===== src/rtl/seq_hit_monitor.sv =====
// seq_hit_monitor: windowed hit counter with alarm and saturating total.
// Optional sticky alarm with alarm_ack port: define SEQ_MON_STICKY_EN.
module seq_hit_monitor #(
  parameter int CNT_W   = 8,
  parameter int TOT_W   = 16,
  parameter int WIN_LEN = 16,
  parameter int THRESH  = 3
) (
  input  logic             clk,
  input  logic             rst,
  input  logic             en,
  input  logic             clr,
  input  logic             hit,
`ifdef SEQ_MON_STICKY_EN
  input  logic             alarm_ack,
`endif
  output logic [CNT_W-1:0] win_count,
  output logic             win_done,
  output logic             alarm,
  output logic [TOT_W-1:0] total
);

  localparam int CYC_W = (WIN_LEN > 1) ? $clog2(WIN_LEN) : 1;
  localparam logic [CYC_W-1:0] LAST = CYC_W'(WIN_LEN - 1);

  typedef enum logic {IDLE = 1'b0, RUN = 1'b1} state_t;

  state_t           state_q;
  logic [CYC_W-1:0] cyc_q;
  logic [CNT_W-1:0] acc_q;
  logic [CNT_W-1:0] acc_d;
  logic [TOT_W-1:0] tot_q;
  logic [TOT_W-1:0] tot_d;
  logic [CNT_W-1:0] wc_q;
  logic             done_q;
  logic             alarm_q;
  logic             alarm_d;
  logic             at_end;
  logic             over;

  // Saturating increments and the end-of-window alarm decision.
  always_comb begin
    acc_d = acc_q;
    tot_d = tot_q;
    if (hit && (acc_q != {CNT_W{1'b1}}))
      acc_d = acc_q + 1'b1;
    if (hit && (tot_q != {TOT_W{1'b1}}))
      tot_d = tot_q + 1'b1;
    at_end = (state_q == RUN) && en && (cyc_q == LAST);
    over = (32'(acc_d) >= 32'(THRESH));
`ifdef SEQ_MON_STICKY_EN
    if (at_end && over)
      alarm_d = 1'b1;
    else if (alarm_ack)
      alarm_d = 1'b0;
    else
      alarm_d = alarm_q;
`else
    alarm_d = at_end ? over : alarm_q;
`endif
  end

  // Window FSM, counters and registered outputs.
  always_ff @(posedge clk) begin
    if (rst) begin
      state_q <= IDLE;
      cyc_q   <= '0;
      acc_q   <= '0;
      tot_q   <= '0;
      wc_q    <= '0;
      done_q  <= 1'b0;
      alarm_q <= 1'b0;
    end else if (clr) begin
      cyc_q   <= '0;
      acc_q   <= '0;
      tot_q   <= '0;
      wc_q    <= '0;
      done_q  <= 1'b0;
      alarm_q <= 1'b0;
    end else begin
      done_q  <= 1'b0;
      alarm_q <= alarm_d;
      unique case (state_q)
        IDLE: begin
          cyc_q <= '0;
          acc_q <= '0;
          if (en)
            state_q <= RUN;
        end
        RUN: begin
          if (!en) begin
            state_q <= IDLE;
            cyc_q   <= '0;
            acc_q   <= '0;
          end else begin
            tot_q <= tot_d;
            if (at_end) begin
              wc_q   <= acc_d;
              done_q <= 1'b1;
              acc_q  <= '0;
              cyc_q  <= '0;
            end else begin
              acc_q <= acc_d;
              cyc_q <= cyc_q + 1'b1;
            end
          end
        end
        default: state_q <= IDLE;
      endcase
    end
  end

  assign win_count = wc_q;
  assign win_done  = done_q;
  assign alarm     = alarm_q;
  assign total     = tot_q;

endmodule


===== config.mk =====
export PLATFORM = sky130hd
export DESIGN_NAME = seq_hit_monitor
export DESIGN_NICKNAME = d
export VERILOG_FILES = /design/src/rtl/seq_hit_monitor.sv
export SDC_FILE = /design/constraint.sdc
export NUM_CORES = 1
export LEC_CHECK = 0
export BUFFER_PORTS_ARGS = -buffer_cell sky130_fd_sc_hd__buf_4
export CAP_MARGIN = 5
export CORE_MARGIN = 10
export CORE_UTILIZATION = 30
export CTS_CLUSTER_SIZE = 20
export DETAILED_ROUTE_END_ITERATION = 8
export GPL_TIMING_DRIVEN = 0
export SLEW_MARGIN = 20
export SYNTH_ARGS = -nofsm -noshare
export SYNTH_HDL_FRONTEND = slang
export SYNTH_SLANG_ARGS = --single-unit

===== constraint.sdc =====
create_clock -name clk -period 1.9 [get_ports clk]
set_input_delay 0.095 -clock clk [delete_from_list [all_inputs] [get_ports clk]]
set_output_delay 0.095 -clock clk [all_outputs]
set_load 0.02 [all_outputs]

==> results by group <==
Outcome
  • Outcome: finished clean

GRT
  • Antenna violations before repair: 0
  • Number of global-route vias before repair: 1519
  • GRT Overall Usage: 8.86%
  • Pin count of the biggest net entering global routing: 14
  • Overflow after GRT: 0
  • First-pass GRT wire length: 7280 microns

Synthesis
  • Fraction of registers with async set/reset: 0%
  • Sequential share of the synthesized area: 42.6%
  • Yosys top cell area share: 42.6%
  • Synth Warn #: 0
  • Synth cell types: 42
  • EDFF count, synth: 0
  • Largest cells by area after synthesis: dfxtp_1 (43%), xnor2_1 (7.6%), nor2_1 (7.0%), a21oi_1 (4.1%), nand2_1 (3.1%)
  • Syn Inst Count: 210
  • Syn Nets: 218
  • Yosys top cell by area: dfxtp_1
  • Register bit count reported by yosys: 39
  • Post-synth top flop: dfxtp_1
  • Synthesized cell area: 1830 sq um
  • Avg Inst Size Synth: 8.73 sq um

Timing
  • Final Hold Fails: 0
  • Final WS setup: 172 ps
  • Max-slew headroom: 55.2%
  • Final period util: 90.9%
  • RSZ-0062 raised after global routing: no
  • Worst-Margin Slew: 669 ps
  • Final period demand of the worst path: 1730 ps
  • Fmax achieved: 579 MHz
  • TNS Setup: 0 ps
  • Setup violators final: 0
  • Final Max Tran Viols: 0
  • Layout Skew: 7.72 ps

Detailed routing
  • WL final: 4260 microns
  • Vias: 1581
  • Drt wl/cell: 13.1 microns
  • Initial DRC Count: 75
  • Drt first pass iters: 4
  • DRC Markers: 0
  • Vias per cell: 4.88
  • Post-route ant nets: 0

Critical path
  • Reg-to-Reg End: total[0]
  • CP Launch Type: flip-flop
  • Peak fanout along the critical path: 9
  • Critical path class: reg2reg
  • Required @ worst endpoint: 2080 ps
  • Worst setup endpoint: total[0]
  • Crit path DAT: 1910 ps
  • Reg2reg setup slack: 170 ps
  • Reg-to-Reg Start: total[0]
  • CP startpoint: total[0]
  • Crit. End Element: flip-flop
  • Reg2Reg Depth: 6

Floorplanning
  • Initial Util: 31.0%
  • Die Ht: 98.2 microns
  • Die W: 98.2 microns
  • Core footprint: 5920 sq um
  • # rows: 28
  • Die area: 9640 sq um
  • Ports: 31

Pwr
  • Clock share of power: 45.1%
  • Power Internal: 0.00122 W
  • Net Switching: 0.000343 W
  • VDD IR max: 0.232 mV
  • Power share of the combinational group: 2.5%
  • P_leak: 0.788 nW
  • Sequential Power Share: 52.4%
  • Sw Share: 21.9%
  • Pwr dens: 681 nW/um^2

Placed design
  • Routability-driven placement congestion ratio: 0.808
  • HPWL Detailed: 3230 microns
  • Placed Area: 2150 sq um
  • Buffers on Ports: 30
  • Pre-CTS WS: -93.6 ps

Cells and area
  • Inserted Diodes: 0
  • Layout cells sized above 1: 24.5%
  • Final Cell Area: 2300 sq um
  • Filler Cells Inserted: 613
  • Layout Area Growth over Synthesis: 25.5%
  • Layout Nets: 256

Clocking
  • Clk slew on worst S/H paths: 80 ps
  • # H-tree levels: 2
  • CTS sink cnt: 39
  • # Post-CTS Setup Buffers: 0
  • Clock Path Buffers: 2
  • TritonCTS Buffers: 5
  • CTS tree: done
  • Clock latency on the worst-skew pair: 300 ps
  • Clock Tree Root: clkbuf_8

Flow run
  • Max Cap Viol: 0

Worst hold path
  • Worst Hold Class: in2reg
-- synthesized netlist by cell type (all sizes together) (5+ instances only) --
master  count
nor4        5
nor3        8
inv         6
nand2      15
a211oi      6
nor2       34
clkbuf      5
nand4       7
a21oi      15
xnor2      16
nand3      13
dfxtp      39
o21ai       8
-- routing by layer --
metal | wire [microns] | part of all wire [%] | vias to the layer above | GRT usage [%]
li1 | - | - | 817 | -
met2 | 1930 | 45 | 20 | 13.9
met3 | 175 | 4.1 | 7 | 2.54
met5 | 0 | 0 | - | 0
met4 | 53 | 1.2 | 0 | 3.86
met1 | 2090 | 49 | 737 | 11.0
-- what timing repair did --
item / in CTS / in global routing
resized for setup: 2 / 5
hold buffers: 1 / 0
setup endpoints to repair: 1 / 5
hold endpoints to repair: 1 / 0
-- registers in the layout (all words and copies together) (netlist names) --
register and cells:
total 16, alarm 1, acc_q 8, cyc_q 4
state_q 1, win_count 8, win_done 1
-- placed cells by master (no fill, tap or decap), drive strengths merged, types with 2 or more instances in the layout --
cell type and count:
nor4 5, nor2 34, nand2 15, a21oi 15
xnor2 16, inv 6, nor3 8, clkinv 2
dfxtp 39, buf 31, ha 3, nand4 7
o311a 2, or4 2, and3 3, and4 4
clkbuf 10, and2 2, or2 4, nand3 13
xor2 2, a211oi 6, nand3b 2, o21ai 8
-- worst min-delay path by stage --
stage               start       to  slack [ps]  cells after the start
finish                clr  state_q          60                      3
global route          clr  state_q          90                      3
detailed placement    rst  state_q         280                      2
global placement      rst  state_q         270                      2
floorplan             rst  state_q         170                      1
CTS                   clr  state_q          60                      3
-- cells by family (layout without fill, tap and decap cells) --
kind of cell             count (synthesis)  in the layout  share of synthesized area (%)
XOR/XNOR                                18             18                           8.60
adder cells (fa/ha/maj)                  3              3                           2.05
AND/OR/NAND/NOR                        102            102                           31.6
AO/OA/AOI/OAI                           35             35                           12.1
multiplexers                             1              1                          0.546
flip-flops                              39             39                           42.6
buffers and inverters                   12             51                           2.53
-- worst max-delay path, stage by stage (launching register included) --
cell and delay, ps:
dfxtp_1 440, ha_1 210, nand3_1 160, nor3_4 400, a21oi_1 180, xnor2_1 170
nor2_1 50
-- through the flow --
step / util [%] / std cells / power, W / hold slack, ps
3_5_place_dp: 36.3 / 315 / 0.000879 / 281
2_1_floorplan: - / 210 / 0.000859 / 167
6_report: 38.9 / 324 / 0.00157 / 61.1
5_1_grt: 38.9 / 324 / 0.00162 / 90.7
3_3_place_gp: 36.3 / 315 / 0.000878 / 268
4_1_cts: 38.6 / 324 / 0.00158 / 61.0
-- layout make-up --
cell class / count / area [sq um] / area share (%)
Multi-Input combinational cell: 159 / 1030 / 44.8
Inverter: 6 / 22.5 / 0.979
Sequential cell: 39 / 783 / 34.0
Clock buffer: 5 / 68.8 / 2.99
Tap cell: 75 / 93.8 / 4.08
Buffer: 6 / 23.8 / 1.03
Timing Repair Buffer: 31 / 235 / 10.2
Clock inverter: 3 / 43.8 / 1.90
-- power by group through the flow --
stage	combinational, W	sequential (W)	clock, W
CTS	0.0000400	0.000821	0.000715
global route	0.0000446	0.000822	0.000751
detailed placement	0.0000382	0.000840	0
finish	0.0000389	0.000821	0.000706
global placement	0.0000376	0.000840	0
floorplan	0.0000184	0.000840	0
(Power assumes the default switching activity.)
